File: src/rtl/text_lcd_engine_pkg.sv
// Shared definitions for the text LCD engine: controller opcodes, FSM encoding
// and the DDRAM start address of each display line.
package text_lcd_engine_pkg;

  localparam logic [7:0] CMD_FUNC_2LINE = 8'h38;
  localparam logic [7:0] CMD_FUNC_1LINE = 8'h30;
  localparam logic [7:0] CMD_DISP_ON    = 8'h0C;
  localparam logic [7:0] CMD_ENTRY_INC  = 8'h06;
  localparam logic [7:0] CMD_CLEAR      = 8'h01;
  localparam logic [7:0] CMD_SET_DDRAM  = 8'h80;

  typedef enum logic [3:0] {
    PWR_WAIT,
    FUNC_SET,
    DISP_CTL,
    ENTRY,
    CLEAR,
    CLR_WAIT,
    IDLE,
    LINE_ADDR,
    LINE_DATA,
    CURSOR
  } state_t;

  // Lines 2 and 3 of a 4-line panel continue lines 0 and 1 in DDRAM.
  function automatic logic [6:0] line_base(input logic [1:0] line, input int cols);
    case (line)
      2'd0:    line_base = 7'h00;
      2'd1:    line_base = 7'h40;
      2'd2:    line_base = 7'(cols);
      default: line_base = 7'(8'h40 + cols);
    endcase
  endfunction

endpackage

File: src/rtl/lcd_bus_writer.sv
// Two-cycle LCD bus write: strobe high with rs/data, then strobe low holding them.
// A request is accepted (ack) only while the strobe is low, so writes can run back to back.
module lcd_bus_writer (
  input  logic       clk_100hz,
  input  logic       rst,
  input  logic       req,
  input  logic       rs,
  input  logic [7:0] data,
  output logic       ack,
  output logic       lcd_e,
  output logic       lcd_rs,
  output logic [7:0] lcd_data
);

  assign ack = req & ~lcd_e;

  always_ff @(posedge clk_100hz or negedge rst) begin
    if (!rst) begin
      lcd_e    <= 1'b0;
      lcd_rs   <= 1'b0;
      lcd_data <= 8'h00;
    end else if (lcd_e) begin
      lcd_e <= 1'b0;
    end else if (req) begin
      lcd_e    <= 1'b1;
      lcd_rs   <= rs;
      lcd_data <= data;
    end
  end

endmodule

File: src/rtl/text_lcd_engine.sv
// Character LCD engine: power-on init, full-text refreshes from a snapshot buffer,
// and incremental display-mode / cursor rewrites driven by dirty flags.
module text_lcd_engine
  import text_lcd_engine_pkg::*;
#(
  parameter int LINES      = 2,
  parameter int COLS       = 16,
  parameter int PWR_CYCLES = 70,
  parameter int CLR_CYCLES = 2
) (
  input  logic                    clk_100hz,
  input  logic                    rst,
  input  logic [LINES*COLS*8-1:0] text,
  input  logic                    update_req,
  input  logic                    cursor_en,
  input  logic                    blink_en,
  input  logic [6:0]              cursor_addr,
  output logic                    lcd_e,
  output logic                    lcd_rs,
  output logic                    lcd_rw,
  output logic [7:0]              lcd_data,
  output logic                    busy,
  output logic                    done
);

  localparam int TEXT_W = LINES * COLS * 8;

  state_t            state;
  logic [15:0]       cnt;
  logic [1:0]        line;
  logic [4:0]        col;
  logic [TEXT_W-1:0] snap;
  logic              sent;
  logic              refreshing;
  logic              initialized;
  logic              refresh_pending;
  logic              mode_dirty;
  logic              cursor_dirty;
  logic              update_prev;
  logic [1:0]        mode_prev;
  logic [6:0]        addr_prev;

  logic       upd_rise, mode_chg, addr_chg;
  logic       wr_req, wr_rs, wr_ack;
  logic [7:0] wr_data;

  assign upd_rise = update_req & ~update_prev;
  assign mode_chg = ({cursor_en, blink_en} != mode_prev);
  assign addr_chg = (cursor_addr != addr_prev);
  assign busy     = (state != IDLE);
  assign lcd_rw   = 1'b0;

  // DISP_CTL and CURSOR drop req once accepted ('sent') and wait out the hold cycle.
  always_comb begin
    wr_req  = 1'b0;
    wr_rs   = 1'b0;
    wr_data = 8'h00;
    case (state)
      FUNC_SET: begin
        wr_req  = 1'b1;
        wr_data = (LINES > 1) ? CMD_FUNC_2LINE : CMD_FUNC_1LINE;
      end
      DISP_CTL: begin
        wr_req  = ~sent;
        wr_data = CMD_DISP_ON | {6'b0, cursor_en, blink_en};
      end
      ENTRY: begin
        wr_req  = 1'b1;
        wr_data = CMD_ENTRY_INC;
      end
      CLEAR: begin
        wr_req  = 1'b1;
        wr_data = CMD_CLEAR;
      end
      LINE_ADDR: begin
        wr_req  = 1'b1;
        wr_data = CMD_SET_DDRAM | {1'b0, line_base(line, COLS)};
      end
      LINE_DATA: begin
        wr_req  = 1'b1;
        wr_rs   = 1'b1;
        wr_data = snap[TEXT_W-1 -: 8];
      end
      CURSOR: begin
        wr_req  = ~sent;
        wr_data = CMD_SET_DDRAM | {1'b0, cursor_addr};
      end
      default: ;
    endcase
  end

  always_ff @(posedge clk_100hz or negedge rst) begin
    if (!rst) begin
      state           <= PWR_WAIT;
      cnt             <= '0;
      line            <= '0;
      col             <= '0;
      snap            <= '0;
      sent            <= 1'b0;
      refreshing      <= 1'b0;
      initialized     <= 1'b0;
      refresh_pending <= 1'b0;
      mode_dirty      <= 1'b0;
      cursor_dirty    <= 1'b0;
      update_prev     <= 1'b0;
      mode_prev       <= '0;
      addr_prev       <= '0;
      done            <= 1'b0;
    end else begin
      update_prev     <= update_req;
      mode_prev       <= {cursor_en, blink_en};
      addr_prev       <= cursor_addr;
      refresh_pending <= refresh_pending | upd_rise;
      mode_dirty      <= mode_dirty | mode_chg;
      cursor_dirty    <= cursor_dirty | addr_chg;
      done            <= 1'b0;
      case (state)
        PWR_WAIT: begin
          if (cnt == 16'(PWR_CYCLES - 1)) begin
            cnt   <= '0;
            state <= FUNC_SET;
          end else begin
            cnt <= cnt + 16'd1;
          end
        end
        FUNC_SET: if (wr_ack) state <= DISP_CTL;
        DISP_CTL: begin
          if (wr_ack) begin
            if (initialized) sent <= 1'b1;
            else state <= ENTRY;
          end else if (sent && !lcd_e) begin
            sent  <= 1'b0;
            state <= IDLE;
          end
        end
        ENTRY: if (wr_ack) state <= CLEAR;
        CLEAR: begin
          if (wr_ack) begin
            cnt   <= '0;
            state <= CLR_WAIT;
          end
        end
        // Two cycles cover the clear write itself, the rest is the extra settle time.
        CLR_WAIT: begin
          if (cnt == 16'(CLR_CYCLES + 1)) begin
            cnt             <= '0;
            initialized     <= 1'b1;
            refresh_pending <= 1'b1;
            state           <= IDLE;
          end else begin
            cnt <= cnt + 16'd1;
          end
        end
        IDLE: begin
          if (refresh_pending) begin
            refresh_pending <= upd_rise;
            snap            <= text;
            line            <= '0;
            refreshing      <= 1'b1;
            state           <= LINE_ADDR;
          end else if (mode_dirty) begin
            mode_dirty <= mode_chg;
            state      <= DISP_CTL;
          end else if (cursor_dirty) begin
            cursor_dirty <= addr_chg;
            state        <= CURSOR;
          end
        end
        LINE_ADDR: begin
          if (wr_ack) begin
            col   <= '0;
            state <= LINE_DATA;
          end
        end
        LINE_DATA: begin
          if (wr_ack) begin
            snap <= snap << 8;
            if (col == 5'(COLS - 1)) begin
              if (line == 2'(LINES - 1)) begin
                state <= CURSOR;
              end else begin
                line  <= line + 2'd1;
                state <= LINE_ADDR;
              end
            end else begin
              col <= col + 5'd1;
            end
          end
        end
        CURSOR: begin
          if (wr_ack) begin
            sent <= 1'b1;
          end else if (sent && !lcd_e) begin
            sent       <= 1'b0;
            done       <= refreshing;
            refreshing <= 1'b0;
            state      <= IDLE;
          end
        end
        default: state <= PWR_WAIT;
      endcase
    end
  end

  lcd_bus_writer u_writer (
    .clk_100hz (clk_100hz),
    .rst       (rst),
    .req       (wr_req),
    .rs        (wr_rs),
    .data      (wr_data),
    .ack       (wr_ack),
    .lcd_e     (lcd_e),
    .lcd_rs    (lcd_rs),
    .lcd_data  (lcd_data)
  );

endmodule

File: config.mk
export PLATFORM = sky130hd
export DESIGN_NAME = text_lcd_engine
export DESIGN_NICKNAME = d
export VERILOG_FILES = /design/src/rtl/text_lcd_engine_pkg.sv /design/src/rtl/lcd_bus_writer.sv /design/src/rtl/text_lcd_engine.sv
export SDC_FILE = /design/constraint.sdc
export NUM_CORES = 1
export LEC_CHECK = 0
export CAP_MARGIN = 20
export CORE_MARGIN = 1.5
export CORE_UTILIZATION = 30
export CTS_BUF_LIST = sky130_fd_sc_hd__clkbuf_4
export CTS_CLUSTER_DIAMETER = 150
export DETAILED_ROUTE_END_ITERATION = 10
export SYNTH_ARGS = -nofsm -noshare
export SYNTH_HDL_FRONTEND = slang
export SYNTH_SLANG_ARGS = --single-unit
File: constraint.sdc
create_clock -name clk_100hz -period 2.12 [get_ports clk_100hz]
set_input_delay 0.318 -clock clk_100hz [delete_from_list [all_inputs] [get_ports clk_100hz]]
set_output_delay 0.318 -clock clk_100hz [all_outputs]
set_load 0.005 [all_outputs]
# After elaboration in Yosys (flattened, before gate mapping)
# Cells that the tools add are included.
[totals]
register_bits = 310
inputBits = 268
out_inout_bits = 13
wordCells = 143
[classes]
add_sub_neg = 3
n_eq_ne = 33
mux = 61
bitwise = 8
n_reduce_logical = 20
[ops]
columns = ["cell", "count"]
rows = [
  ["two-way mux 256 bit", 2],
  ["case mux 256 bit (2 select lines)", 1],
  ["two-way mux 4 bit", 16],
  ["case mux 8 bit (7 select lines)", 1],
  ["two-way mux 16 bit", 3],
  ["case mux 16 bit (3 select lines)", 1],
  ["case mux 4 bit (10 select lines)", 1],
  ["two-way mux 1 bit", 22],
  ["case mux 7 bit (3 select lines)", 1],
  ["adder 16 x 1 -> 16 bit (second input constant)", 1],
  ["== test 16 x 2 -> 1 bit (second input constant)", 1],
  ["== test 16 x 7 -> 1 bit (second input constant)", 1],
  ["== test 4 x 3 -> 1 bit (second input constant)", 4],
  ["!= test 2 bit (second input constant)", 8],
  ["two-way mux 5 bit", 3],
  ["AND reduction 11 bit", 1],
  ["!= test 2 x 1 -> 1 bit (second input constant)", 5],
  ["case mux 5 bit (2 select lines)", 1],
  ["== test 4 x 2 -> 1 bit (second input constant)", 2],
  ["== test 4 bit (second input constant)", 2],
  ["two-way mux 2 bit", 4],
  ["case mux 1 bit (2 select lines)", 4],
  ["AND reduction 2 bit", 4],
  ["AND reduction 4 bit", 2],
  ["other kinds (25)", 34],
]

# Logic depth before layout (Yosys ltp)
# Gate-level depths: netlist of the first run.
[logic_depth]
word_depth = 6
mapped_depth = 9
mapped_depth_nobuf = 7

# Modules after synthesis
# From an unflattened synthesis of the first run, not the netlist that was laid out.
[unflattened]
hier_cells = 1712
area_unflattened_um2 = 14538.9
[modules_own_cells]
columns = ["module", "instances", "cells_per_inst", "area_each_um2", "seq_area_each_um2"]
rows = [
  ["text_lcd_engine", 1, 1691, 14119.8, 7507.2],
  ["lcd_bus_writer", 1, 21, 419.2, 250.2],
]

# Worst setup path after synthesis of the first run
# Ideal clock, no wire load.
[synth_timing]
path_type = "reg2reg"
startpoint = "register cnt[0]"
endpoint = "register state[0]"
setup_time_ps = 128
arrival_ps = 1811
required_ps = 1992
path_slack_ps = 181
stages_incl_launch_ff = 7
n_path_buf = 0
period_less_slack_ps = 1939
path_cell_list = "dfrtp_1 > ha_1 > nor3b_1 > nand4_1 > a22o_2 > a21oi_4 > mux2_1"
[synth_between]
elab_chain_len = 3
elab_cells_between_ends = 5
cone_classes = "4 x eq/ne; 1 x reduce/logical"
[synth_rtl]
columns = ["element", "line_no", "rtl"]
rows = [
  ["start, declared", "text_lcd_engine.sv:29", "logic [15:0] cnt;"],
  ["start signal, assigned", "text_lcd_engine.sv:123", "cnt <= cnt + 16'd1;"],
  ["start signal, assigned", "text_lcd_engine.sv:151", "cnt <= cnt + 16'd1;"],
  ["== test 16 x 2 -> 1 bit / == test 16 x 7 -> 1 bit (equally long branches)", "text_lcd_engine.sv:145, text_lcd_engine.sv:119", ""],
  ["!= test 2 bit (no line)", "n/a", ""],
  ["AND reduction 11 bit (no line) (*)", "n/a", ""],
  ["end signal, assigned", "text_lcd_engine.sv:140", "state <= CLR_WAIT;"],
  ["end signal, assigned", "text_lcd_engine.sv:149", "state <= IDLE;"],
  ["end signal, assigned", "text_lcd_engine.sv:160", "state <= LINE_ADDR;"],
  ["end, declared", "text_lcd_engine.sv:28", "state_t state;"],
]
# Mark *: on every way between the ends. The rest lies on a longest branch, timed or not.
# A chain may end at the register's enable or synchronous reset.

# Worst setup path after layout of the first run
[layout_timing]
startpoint = "register state[1]"
endpoint = "register snap[105]"
[layout_between]
elab_chain_len = 6
elab_cells_between_ends = 17
cone_classes = "10 x eq/ne; 2 x mux; 1 x bitwise; 4 x reduce/logical"
[layout_rtl]
columns = ["element", "line_no", "rtl"]
rows = [
  ["start signal, assigned", "text_lcd_engine.sv:94", "state <= PWR_WAIT;"],
  ["start signal, assigned", "text_lcd_engine.sv:121", "state <= FUNC_SET;"],
  ["start signal, assigned", "text_lcd_engine.sv:126", "FUNC_SET: if (wr_ack) state <= DISP_CTL;"],
  ["== test 4 bit, or another cell as far along", "text_lcd_engine.sv:58, text_lcd_engine.sv:117", ""],
  ["OR reduction 5 bit (no line) / OR reduction 2 bit (equally long branches)", "n/a", ""],
  ["case mux 1 bit (2 select lines)", "text_lcd_engine.sv:58", "case (state)"],
  ["AND 1 bit", "lcd_bus_writer.sv:15", "assign ack = req & ~lcd_e;"],
  ["!= test 2 x 1 -> 1 bit (no line)", "n/a", ""],
  ["AND reduction 3 bit (no line)", "n/a", ""],
  ["end signal, assigned", "text_lcd_engine.sv:157", "snap <= text;"],
  ["end signal, assigned", "text_lcd_engine.sv:177", "snap <= snap << 8;"],
  ["end, declared", "text_lcd_engine.sv:32", "logic [TEXT_W-1:0] snap;"],
]
# Several ways; a longest one is shown, not always the timed one.

==> results.json, run 1 <==
{
  "outcome": "finished, violations left",
  "violations": "setup timing",
  "setup_violations": 51,
  "hold_viol": 0,
  "viasPerCell": 4.98,
  "min_path_type": "in -> reg",
  "fin_area_sq_um": 20700,
  "use_met1": 0.243,
  "finalSetupTns_ps": -1290,
  "slew_violations": 0,
  "crit_fanout": 25,
  "use_met3": 0.0413,
  "track_usage": 0.183,
  "routed_wl_mm": 48.1,
  "ant_nets": 0,
  "synthTopCellsByArea": "dfrtp_1 (54%), nand2_1 (14%), a31oi_1 (11%)",
  "layout.nets": 2352,
  "max_freq_mhz": 460,
  "powerDensity_nw_per_um2": 608,
  "pin_count": 281,
  "synth-seq-area-share": 0.536,
  "synth_flop_cell": "dfrtp_1",
  "fin_ws_ps": -52.2,
  "start_util": 0.304,
  "post-route-util": 0.435,
  "core_area_sq_um": 47600,
  "dpl_cell_area_sq_um": 18200,
  "grt.busiest_layer": "met2",
  "start_kind": "flop",
  "syn-cell-area_sq_um": 14500,
  "whs_ps": 97.1,
  "finalCriticalPeriod_ps": 2170,
  "initialDrtViolationCount": 1058,
  "clk_path_buf_depth": 3,
  "rsz0062_at_grt": "true",
  "syn2layout_area_growth_pct": 43.2,
  "rows": 80,
  "grt_pass1_wl_mm": 72.3,
  "synth_cell_types": 62,
  "die_x_um": 223,
  "avgSynthCellArea_sq_um": 8.53,
  "synth_edf_count": 0,
  "tritoncts": "built",
  "synth_seq_cells": 310,
  "cp.arrival_ps": 2830,
  "syn_nets": 1972,
  "required_ps": 2780,
  "dp_hpwl_mm": 30.3,
  "drc_errors": 0,
  "drive_gt1_frac": 0.133,
  "grt_max_degree": 97,
  "drt_pass1_iterations": 5,
  "place_congestion": 0.856,
  "grt_util_met2": 0.295,
  "synth_top_area_cell": "dfrtp_1",
  "routed-via-count": 13800,
  "crit_path_end_kind": "flop",
  "grt_pass1_vias": 13400,
  "die_y_um": 223,
  "cts_buffers": 89,
  "io_buffer_count": 279,
  "clkSinkCount": 310,
  "clk_pin_slew_ps": 60,
  "ys_warn_count": 0,
  "min_period_over_period": 1.02,
  "clockRootBuffer": "clkbuf_4",
  "synth.top_cell.area_share": 0.536,
  "grt_overflow": 0,
  "syn_inst": 1697,
  "fp.dieArea_sq_um": 49600,
  "clk_latency_ps": 800,
  "synth-async-reset-ratio": 1.00,
  "wl_per_cell_um": 17.4,
  "h-tree-depth": 3,
  "antenna_found_initial": 6,
  "finClkSkew_ps": 35.1,
  "crit_type": "reg -> reg",
  "leakage_nw": 8.28,
  "cap_violations": 0,
  "ir_worst_vdd_uv": 257
}
worst paths after layout:
path | slack [ps] | startpoint | end | cells past startpoint
min reg2reg | 480 | refreshing | done | 1
min in group asynchronous | 620 | rst | cnt[13] | 3
max in group asynchronous | 360 | rst | snap[231] | 4
max reg2reg | -50 | state[1] | snap[105] | 8
min | 100 | text[238] | snap[238] | 3
max | -50 | state[1] | snap[105] | 8
power by group:
| group | total [mW] | internal (mW) | switching [mW] | leakage (nW) |
|---|---|---|---|---|
| clock network | 5.80 | 3.15 | 2.64 | 0.685 |
| logic | 0.868 | 0.544 | 0.324 | 4.63 |
| registers | 5.93 | 5.93 | 0.00422 | 2.96 |
placed cells by master (no fill, tap or decap), drive strengths merged, types with 3 or more instances in the layout:
cell	instances
nand2	522
dfrtp	310
nor2	278
clkdlybuf4s50	277
a31oi	250
clkbuf	143
buf	87
dlygate4sd3	37
o21ai	25
inv	21
clkinv	19
a21oi	18
a22o	17
mux2	12
nand3	11
xor2	8
nor4	8
ha	7
a21o	6
nand2b	6
and3	5
nor2b	5
xnor2	5
diode	4
nand4	4
mux2i	4
nor3	4
or2	4
or4	3
and4	3
o31ai	3
a32oi	3
o221ai	3
bufinv	3
metal layers:
layer	share of wire	vias up	routed length, um
met1	0.45	6642	21600
met3	0.060	68	2910
met5	0.00062	-	30
li1	-	6595	-
met4	0.018	4	873
met2	0.47	448	22700
area by class of cell:
| type | count | area [sq um] |
|---|---|---|
| fillers | 4721 | 26900 |
| flip-flops and latches | 310 | 7760 |
| multi-input cells | 1242 | 6170 |
| repair buffers | 416 | 4810 |
| clock buffers | 130 | 976 |
| well taps | 615 | 769 |
| clock inverters | 25 | 174 |
| inverters | 18 | 67.6 |
| diodes | 4 | 10.0 |
synth_stat cells, types with 11 or more instances:
library cell and number:
nand2_1 521, dfrtp_1 310, nor2_1 278, a31oi_1 250
clkbuf_1 55, buf_2 46, o21ai_0 24, buf_4 22
inv_1 18, a21oi_1 17, a22o_1 16, nand3_1 11
cells by family after synthesis:
logic type	Yosys count	share of synthesized area
AOI/OAI and AO/OA	342	0.153
xor gates and xnor gates	13	0.00786
buffers and inverters	145	0.0483
adders and majority gates	7	0.00605
other	1	0.000259
DFF	310	0.536
muxes	16	0.0121
and+or+nand+nor	863	0.237
stage by stage:
| step | power [mW] | setup slack, ps | std cells |
|---|---|---|---|
| 2_1_floorplan | 6.15 | 181 | 1697 |
| 3_3_place_gp | 6.86 | 7.41 | 2524 |
| 3_5_place_dp | 6.86 | -16.1 | 2524 |
| 4_1_cts | 12.8 | -51.0 | 2732 |
| 5_1_grt | 13.2 | -140 | 2759 |
| 6_report | 12.6 | -52.2 | 2760 |
sequential cells by signal, indices dropped and copies added, names as in the netlist, 2 cells and up, named ones only:
name	flops
mode_prev	2
col	5
line	2
addr_prev	7
snap	256
cnt	16
u_writer.lcd_data	8
state	4
timing repair:
item / 4_1_cts / 5_1_grt
gates cloned: 5 / 15
hold buffers: 37 / 0
resized for setup: 25 / 36
pin swaps: 2 / 2
hold endpoints to repair: 344 / 0
setup endpoints to repair: 29 / 282
setup buffers: 11 / 9
critical path, stage by stage (launching register included):
cell and delay [ps]:
dfrtp_1 420, buf_6 130, or4b_4 590, o21ai_4 170, buf_12 180, buf_12 110, clkbuf_16 150, clkbuf_16 190
a31oi_1 100
Note: power is estimated with default switching activity, not from simulation.
==> run 2, diff against run 1 <==
CAP_MARGIN = default   (was 20)
==> results of run 2 <==
The final DEF is identical to that of run 1; final timing and power are the same.
